File: src/rtl/mb_shift_seq.sv
// Multi-byte one-bit shift sequencer driving the 8-bit ALU shift unit byte by byte.
// Optional MULTI_BIT_EN: adds shamt input, repeating the full pass shamt+1 times.
module mb_shift_seq #(
   parameter int ADDR_W    = 8,
   parameter int MAX_BYTES = 8,
   localparam int NB_W     = $clog2(MAX_BYTES + 1)
) (
   input  logic              clk,
   input  logic              reset_n,
   input  logic              start,
   input  logic              dir,
   input  logic              fill,
   input  logic [ADDR_W-1:0] base,
   input  logic [NB_W-1:0]   nbytes,
`ifdef MULTI_BIT_EN
   input  logic [2:0]        shamt,
`endif
   output logic              busy,
   output logic              done,
   output logic              err,
   output logic              carry_o,
   output logic [ADDR_W-1:0] mem_addr,
   input  logic [7:0]        mem_rdata,
   output logic              mem_we,
   output logic [7:0]        mem_wdata,
   output logic [2:0]        alu_cmd,
   output logic [2:0]        typeselect,
   output logic [7:0]        alu_a,
   output logic              alu_sc_in,
   input  logic [7:0]        alu_rslt,
   input  logic              alu_sc_o
);

   typedef enum logic [2:0] {
      S_IDLE,
      S_READ,
      S_EXEC,
      S_WRITE,
      S_DONE
   } state_t;

   state_t            state, state_nx;
   logic              dir_r, fill_r, err_r, carry_r, carry_o_r;
   logic [ADDR_W-1:0] base_r, cur_addr;
   logic [NB_W-1:0]   nb_r, idx, rem, off;
   logic [7:0]        rslt_r;
   logic              first_byte, last_byte, last_pass, bad_len;

`ifdef MULTI_BIT_EN
   logic [2:0] shamt_r, pass_r;
   assign last_pass = (pass_r == shamt_r);
`else
   assign last_pass = 1'b1;
`endif

   assign bad_len    = (nbytes > NB_W'(MAX_BYTES));
   assign first_byte = (idx == '0);
   assign last_byte  = (idx == nb_r - NB_W'(1));
   // Right shifts walk from the MSB byte down, so the offset counts back from n-1.
   assign rem        = nb_r - idx - NB_W'(1);
   assign off        = dir_r ? rem : idx;
   assign cur_addr   = base_r + ADDR_W'(off);

   always_ff @(posedge clk or negedge reset_n) begin
      if (!reset_n) begin
         state     <= S_IDLE;
         dir_r     <= 1'b0;
         fill_r    <= 1'b0;
         err_r     <= 1'b0;
         carry_r   <= 1'b0;
         carry_o_r <= 1'b0;
         base_r    <= '0;
         nb_r      <= '0;
         idx       <= '0;
         rslt_r    <= '0;
`ifdef MULTI_BIT_EN
         shamt_r   <= '0;
         pass_r    <= '0;
`endif
      end else begin
         state <= state_nx;
         case (state)
            S_IDLE: if (start) begin
               dir_r     <= dir;
               fill_r    <= fill;
               base_r    <= base;
               nb_r      <= nbytes;
               idx       <= '0;
               err_r     <= bad_len;
               carry_o_r <= 1'b0;
`ifdef MULTI_BIT_EN
               shamt_r   <= shamt;
               pass_r    <= '0;
`endif
            end
            S_EXEC: begin
               rslt_r  <= alu_rslt;
               carry_r <= alu_sc_o;
            end
            S_WRITE: begin
               if (last_byte) begin
                  idx <= '0;
                  if (last_pass) carry_o_r <= carry_r;
`ifdef MULTI_BIT_EN
                  else pass_r <= pass_r + 3'd1;
`endif
               end else begin
                  idx <= idx + NB_W'(1);
               end
            end
            default: ;
         endcase
      end
   end

   always_comb begin
      state_nx   = state;
      busy       = 1'b0;
      done       = 1'b0;
      mem_addr   = '0;
      mem_we     = 1'b0;
      mem_wdata  = '0;
      alu_cmd    = 3'b111;
      typeselect = '0;
      alu_a      = '0;
      alu_sc_in  = 1'b0;
      case (state)
         S_IDLE: begin
            if (start) state_nx = (nbytes == '0 || bad_len) ? S_DONE : S_READ;
         end
         S_READ: begin
            busy     = 1'b1;
            mem_addr = cur_addr;
            state_nx = S_EXEC;
         end
         S_EXEC: begin
            busy       = 1'b1;
            alu_cmd    = 3'b001;
            alu_a      = mem_rdata;
            typeselect = first_byte ? {1'b0, dir_r, fill_r} : {2'b10, dir_r};
            alu_sc_in  = first_byte ? 1'b0 : carry_r;
            state_nx   = S_WRITE;
         end
         S_WRITE: begin
            busy      = 1'b1;
            mem_addr  = cur_addr;
            mem_we    = 1'b1;
            mem_wdata = rslt_r;
            state_nx  = (last_byte && last_pass) ? S_DONE : S_READ;
         end
         S_DONE: begin
            done     = 1'b1;
            state_nx = S_IDLE;
         end
         default: state_nx = S_IDLE;
      endcase
   end

   assign err     = done & err_r;
   assign carry_o = carry_o_r;

endmodule
File: config.mk
export PLATFORM = sky130hd
export DESIGN_NAME = mb_shift_seq
export DESIGN_NICKNAME = d
export VERILOG_FILES = /design/src/rtl/mb_shift_seq.sv
export SDC_FILE = /design/constraint.sdc
export NUM_CORES = 1
export LEC_CHECK = 0
export CORE_AREA = 2 2 75 77
export CTS_CLUSTER_DIAMETER = 200
export DETAILED_ROUTE_END_ITERATION = 16
export DIE_AREA = 0 0 77 79
export PLACE_DENSITY_LB_ADDON = 0.3
export SETUP_SLACK_MARGIN = 0.5
export SYNTH_ARGS = -nofsm -noshare
export SYNTH_HDL_FRONTEND = slang
export SYNTH_SLANG_ARGS = --single-unit
File: constraint.sdc
create_clock -name clk -period 3.3 [get_ports clk]
set_input_delay 0.99 -clock clk [delete_from_list [all_inputs] [get_ports clk]]
set_output_delay 0.99 -clock clk [all_outputs]
set_load 0.05 [all_outputs]
==> results by group, run 1 <==
Status
  • Run status: finished with violations
  • Failing checks: negative setup slack

STA
  • Final period util: 112.7%
  • Fmax: 268.9 MHz
  • RSZ-0062 raised after global routing: true
  • Final setup fails: 7
  • Max_slew headroom: 66.29%
  • Hold_ws: 0.4663 ns
  • Final WS setup: -0.4188 ns
  • Tmin final: 3.719 ns
  • Final hold vios: 0
  • Setup Skew: 0.009197 ns
  • Max-slew violations: 0
  • Slew @ Worst Pin: 0.5040 ns

Worst hold path
  • Min-Delay Path Class: reg2reg
  • WHS Path Cells: 2

Routing
  • DRC: 0
  • Avg WL per Cell: 13.22 um
  • Drt first pass iters: 4
  • Routed vias: 1809
  • Total Wirelength: 5.089 mm
  • DR vias/cell: 4.699
  • Initial DRC Count: 57
  • Routed Antenna Nets: 0

Floorplanning
  • Rows: 27
  • Die area: 6083 um2
  • Die Ht: 79 um
  • Die Wd: 77 um
  • Core Region: 5338 um2
  • IO Count: 70
  • Initial Util: 37.81%

Critical path
  • Slowest stage delay, CP: 0.54 ns
  • Crit path required time: 2.31 ns
  • Cell Chain, Critical Path: inv_2, ha_4, inv_2, fa_2, a21oi_4, ha_1, a21o_1, a21oi_2, buf_4, nor2b_2, o311ai_4, buf_12
  • Crit path launch type: register
  • WS Path Type: reg2out
  • CP top delay family: adder cells
  • Cell depth of the worst setup path: 12
  • Crit Path Max Fanout: 2
  • WP data arrival: 2.73 ns
  • Worst Setup End Kind: output port
  • Reg2Reg Depth: 8
  • CP max stage cell: fa_2
  • CP Buf/Inv Count: 4
  • Most frequent cell on the critical path: inv_2

Synthesis
  • Post-synth EDFFs: 0
  • Sequential fraction of the synthesis area: 39.68%
  • Synth cell count leaders: nand2_1 (45), dfrtp_1 (32), and2_1 (19), inv_1 (14), nor2_1 (14)
  • Syn Nets: 268
  • Post-Syn Area: 2018 um2
  • Most frequent cell after synthesis: nand2_1
  • Asr flop ratio synth: 100.0%
  • Top-area cell type share of the netlist area: 39.68%
  • Avg Inst Size Synth: 9.091 um2
  • Post-synth cell types: 41
  • Top post-synthesis cells by area: dfrtp_1 (40%), nand2_1 (8.4%), ha_1 (6.2%)
  • Ys Warns: 0
  • Synth Flop Type: dfrtp_1
  • Area leader, netlist: dfrtp_1
  • Syn Inst Count: 222
  • Synthesis-stage register bit count: 32

Finish
  • Final instance area: 3485 um2
  • # fillers: 446
  • FF+latch area: 803.3 um2
  • Layout cells sized above 1: 38.02%
  • Multi-input gate area: 1346 um2
  • Area grow syn2layout: 72.66%
  • # nets final: 358
  • Util after Layout: 65.28%
  • N_diodes: 0

Global routing
  • First-pass GRT wire length: 8.825 mm
  • Largest net degree at the start of global routing: 33
  • Initial antenna violation count: 0
  • Total grt overflow: 0
  • Vias in the first global route: 1902
  • GRT Total Usage: 18.12%

Clocking
  • Number of H-tree levels: 2
  • Maximum clock insertion buffer count: 2
  • Hold_buf cts: 0
  • Number of CTS-inserted buffers: 5
  • Clock Pin Slew Worst Setup and Hold Paths: 0.07 ns
  • Worst skew pair latency: 0.28 ns
  • Clock Root Buffer: clkbuf_8
  • CTS tree: done
  • CTS Sinks: 32

Placed design
  • Placement Cell Area: 3199 um2
  • Dpl ws: -0.1485 ns
  • Gp weighted congestion: 0.8566
  • IO buf count: 68
  • Post-DP HPWL: 3.734 mm

Job
  • Max-cap violations: 0
## timing repair
item / in CTS / in global routing
pin swaps: 20 / 5
setup buffers: 3 / 1
hold endpoints to repair: 0 / 0
resized for setup: 31 / 13
setup endpoints to repair: 16 / 12
## cells by family (layout without fill, tap and decap cells)
kind of cell | after synthesis | in the layout | share of synthesized area (%)
multiplexers | 13 | 13 | 7.377
adder cells (fa/ha/maj) | 12 | 12 | 8.184
buffers and inverters | 25 | 116 | 5.207
flip-flops | 32 | 32 | 39.68
other | 1 | 1 | 0.1858
AO/OA/AOI/OAI | 24 | 24 | 7.626
AND/OR/NAND/NOR | 102 | 102 | 25.36
XOR/XNOR | 13 | 13 | 6.385
## flip-flops by register name, summed over array words and instances (netlist names)
register and cells:
base_r 8, rslt_r 8, idx 4, nb_r 4, state 3, carry_o 1
carry_r 1, dir_r 1, err_r 1, fill_r 1
## cell usage in the layout (no fill, tap or decap), types with 2 or more instances in the layout
master,n
fa_2,2
buf_12,19
nand2_1,44
dfrtp_2,2
nand2b_1,3
nor2b_1,2
dfrtp_1,30
xnor2_1,7
o21ai_1,3
a21o_1,2
clkdlybuf4s15_2,4
nor2_4,7
nand2_2,2
clkbuf_8,7
ha_4,2
ha_1,8
inv_1,11
buf_4,30
inv_2,3
mux2_2,11
nor2_1,6
nand3_1,2
xnor2_2,3
nor2_2,2
o21ai_4,2
o21ai_0,5
clkdlybuf4s15_1,2
buf_6,3
nor3_1,4
clkdlybuf4s50_1,34
a21oi_2,3
and2_1,18
## worst min-delay path: stages, from the launching register on
cell and delay (ns):
dfrtp_1 0.34, nand2_1 0.05, nand2_1 0.05
## area by class of cell
cell class / instances / area share (%)
flip-flops and latches: 32 / 23.05
inverters: 14 / 1.508
well taps: 72 / 2.585
clock inverters: 1 / 0.8618
multi-input cells: 165 / 38.64
clock buffers: 7 / 2.765
repair buffers: 94 / 30.59
## final timing paths
kind | to | slack, ns | from
min in group asynchronous | rslt_r[1] | 1.11 | reset_n
min | rslt_r[0] | 0.47 | rslt_r[0]
max reg2reg | carry_o | 1.21 | nb_r[1]
max | mem_addr[7] | -0.42 | idx[0]
max in group asynchronous | state[1] | 1.88 | reset_n
min reg2reg | rslt_r[0] | 0.47 | rslt_r[0]
## routing by layer
metal / share of wire (%) / up-vias / track usage, %
li1: - / 899 / -
met1: 42 / 858 / 21.42
met2: 52 / 48 / 33.07
met3: 5.2 / 4 / 5.000
met4: 0.81 / 0 / 3.750
met5: 0 / - / 0
## per-stage QoR
stage	TNS, ns	std cells
final	-2.113	385
after global routing	-3.022	385
after CTS	-2.322	384
after detailed placement	-0.5049	373
after global placement	-0.2317	373
after floorplan	-0.3563	222
Power of run 1 is not shown: default switching activity piles up to over one toggle a cycle in this logic, so the estimate is an artifact.
==> inputs of run 2 (changes only) <==
--- a/config.mk
+++ b/config.mk
@@ -5,10 +5,10 @@
 export SDC_FILE = /design/constraint.sdc
 export NUM_CORES = 1
 export LEC_CHECK = 0
-export CORE_AREA = 2 2 75 77
+export CORE_AREA = 2 2 80 90
 export CTS_CLUSTER_DIAMETER = 200
 export DETAILED_ROUTE_END_ITERATION = 16
-export DIE_AREA = 0 0 77 79
+export DIE_AREA = 0 0 82 92
 export PLACE_DENSITY_LB_ADDON = 0.3
 export SETUP_SLACK_MARGIN = 0.5
 export SYNTH_ARGS = -nofsm -noshare
==> run 2 against run 1 <==
  * The run still ends with negative setup slack left
  * Sequential share of layout area fell by 0.49 points
  * Count of clock-buffer cells in the layout unchanged
  * Global-route usage decreased by 3.4 points
  * First-iteration DRC count rose by 65%
  * Fmax rose by 1.4%
  * Worst hold slack improved by 0.0026 ns
  * Die area rose by 24%
  * Routed wire length grew 1.3%
  * Final cell count is 3.9% higher
  * Via count down 1.1%
  * Clock skew fell by 0.0011 ns
  * Critical path type unchanged
  * Critical endpoint is now mem_addr[5]
==> results by group, run 2 (synthesized netlist as in run 1, its figures left out) <==
STA
  • Final WS setup: -0.3675 ns (+0.05122 ns)
  • Tmin final: 3.668 ns (-0.05122 ns)
  • Fmax: 272.7 MHz (+1.4%)
  • Final setup fails: 6 (-1)
  • Slew @ Worst Pin: 0.5072 ns (+0.003151 ns)
  • Setup Skew: 0.008048 ns (-0.001150 ns)
  • RSZ-0062 raised after global routing: true
  • Max_slew headroom: 66.08% (-0.21 points)
  • Final period util: 111.1% (-1.6 points)
  • Final hold vios: 0 (unchanged)
  • Setup_tns: -2.019 ns (+0.09447 ns)
  • Max-slew violations: 0 (unchanged)

Floorplanning
  • Die area: 7544 um2 (+24%)
  • Rows: 32 (+19%)
  • IO Count: 70 (unchanged)
  • Initial Util: 30.00% (-7.8 points)
  • Core Region: 6726 um2 (+26%)
  • Die Wd: 82 um (+6.5%)
  • Die Ht: 92 um (+16%)

Finish
  • Area grow syn2layout: 76.38%
  • Top Registers: base_r (8), rslt_r (8)
  • N_diodes: 0 (unchanged)
  • Most frequent cells in the layout: nand2_1 (45), clkdlybuf4s50_1 (34), dfrtp_1 (30), buf_4 (30), buf_12 (20)
  • Most common cell after layout, fill and taps aside: nand2_1
  • # nets final: 360 (+0.56%)
  • Layout cells sized above 1: 39.37% (+1.3 points)

Routing
  • Initial DRC Count: 94 (+65%)
  • Routed Antenna Nets: 0 (unchanged)
  • Routed vias: 1789 (-1.1%)
  • Avg WL per Cell: 12.89 um (-2.5%)
  • DR vias/cell: 4.473 (-4.8%)
  • DRC: 0 (unchanged)
  • Total Wirelength: 5.155 mm (+1.3%)
  • Drt first pass iters: 4 (unchanged)

Clocking
  • Number of CTS-inserted buffers: 5 (unchanged)
  • Clock Pin Slew Worst Setup and Hold Paths: 0.06 ns (about the same)
  • Worst skew pair latency: 0.29 ns (about the same)
  • Maximum clock insertion buffer count: 2 (unchanged)
  • Clock Root Buffer: clkbuf_8
  • Number of H-tree levels: 2 (unchanged)
  • CTS Sinks: 32 (unchanged)
  • CTS tree: done

Critical path
  • Crit path required time: 2.31 ns (about the same)
  • Crit path launch type: register
  • WS Path Type: reg2out
  • WP data arrival: 2.68 ns (-0.05 ns)
  • Crit Path Max Fanout: 3 (+1)
  • Worst Setup End Kind: output port

Worst hold path
  • Min-Delay Path Class: reg2reg

Placed design
  • Gp weighted congestion: 0.7895 (-7.8%)
  • IO buf count: 68 (unchanged)
  • Post-DP HPWL: 3.858 mm (+3.3%)

Job
  • Max-cap violations: 0 (unchanged)

Global routing
  • Initial antenna violation count: 0 (unchanged)
  • First-pass GRT wire length: 8.680 mm (-1.6%)
  • Largest net degree at the start of global routing: 33 (unchanged)
  • Vias in the first global route: 1896 (-0.32%)
  • Total grt overflow: 0 (unchanged)
  • GRT Total Usage: 14.73% (-3.4 points)

Status
  • Run status: finished with violations
  • Failing checks: negative setup slack
## run 2: changes by cell type in the layout (fill, tap and decap cells not counted), moves of 2 or more
cell | before | now
dlygate4sd2_1 | 1 | 4
buf_6 | 3 | 5
clkdlybuf4s15_1 | 2 | 0
nand2b_1 | 3 | 1
## run 2: final cells by class
type	instances	area [um2]
Inverter	14	52.55
Timing Repair Buffer	96	1091
Multi-Input combinational cell	165	1380
Sequential cell	32	803.3
Clock inverter	1	30.03
Clock buffer	7	96.34
Fill cell	589	3167
Tap cell	85	106.4
## run 2: critical path, cell delays in order, from the launching register on
cell     delay, ns
dfrtp_1       0.38
inv_2         0.08
ha_4          0.13
inv_2         0.03
fa_2          0.52
a21oi_2       0.06
ha_1          0.27
a21o_1        0.19
a21oi_4       0.20
o21ai_2       0.10
xnor2_2       0.21
nor2_4        0.05
buf_12        0.15
## run 2: timing repair
item	CTS	global route
hold buffers	0	0
gates resized for setup	34	14
pin swaps	15	9
setup buffers	3	3
setup endpoints to repair	26	28
## run 2: through the flow
step / instances / util, % / hold WS [ns] / cell area [um2] / setup WS [ns]
floorplan: 222 / - / 0.4374 / 2137 / -0.1053
global placement: 386 / 47.77 / 0.4492 / 3213 / -0.1317
detailed placement: 386 / 47.77 / 0.4546 / 3213 / -0.1681
CTS: 397 / 51.34 / 0.4711 / 3453 / -0.3702
global route: 400 / 52.92 / 0.4971 / 3560 / -0.4788
finish: 400 / 52.92 / 0.4690 / 3560 / -0.3675
## run 2: final timing paths
kind	start	to	slack [ns]	cells after the start
setup / recovery	idx[0]	mem_addr[5]	-0.37	12
hold / removal	rslt_r[6]	rslt_r[6]	0.47	2
setup reg to reg	nb_r[1]	carry_o	1.18	8
hold reg to reg	rslt_r[6]	rslt_r[6]	0.47	2
max in group asynchronous	reset_n	idx[1]	1.87	2
min in group asynchronous	reset_n	rslt_r[3]	1.10	2
## run 2: metal layers
layer  share of wire [%]  global-route usage [%]  up-vias
met1                  40                   17.30      834
met3                 6.3                   4.528        5
met4                 1.1                   3.750        0
met2                  53                   25.61       47
li1                    -                       -      903
met5                   0                       0        -
Power of run 2 is left out for the same reason.
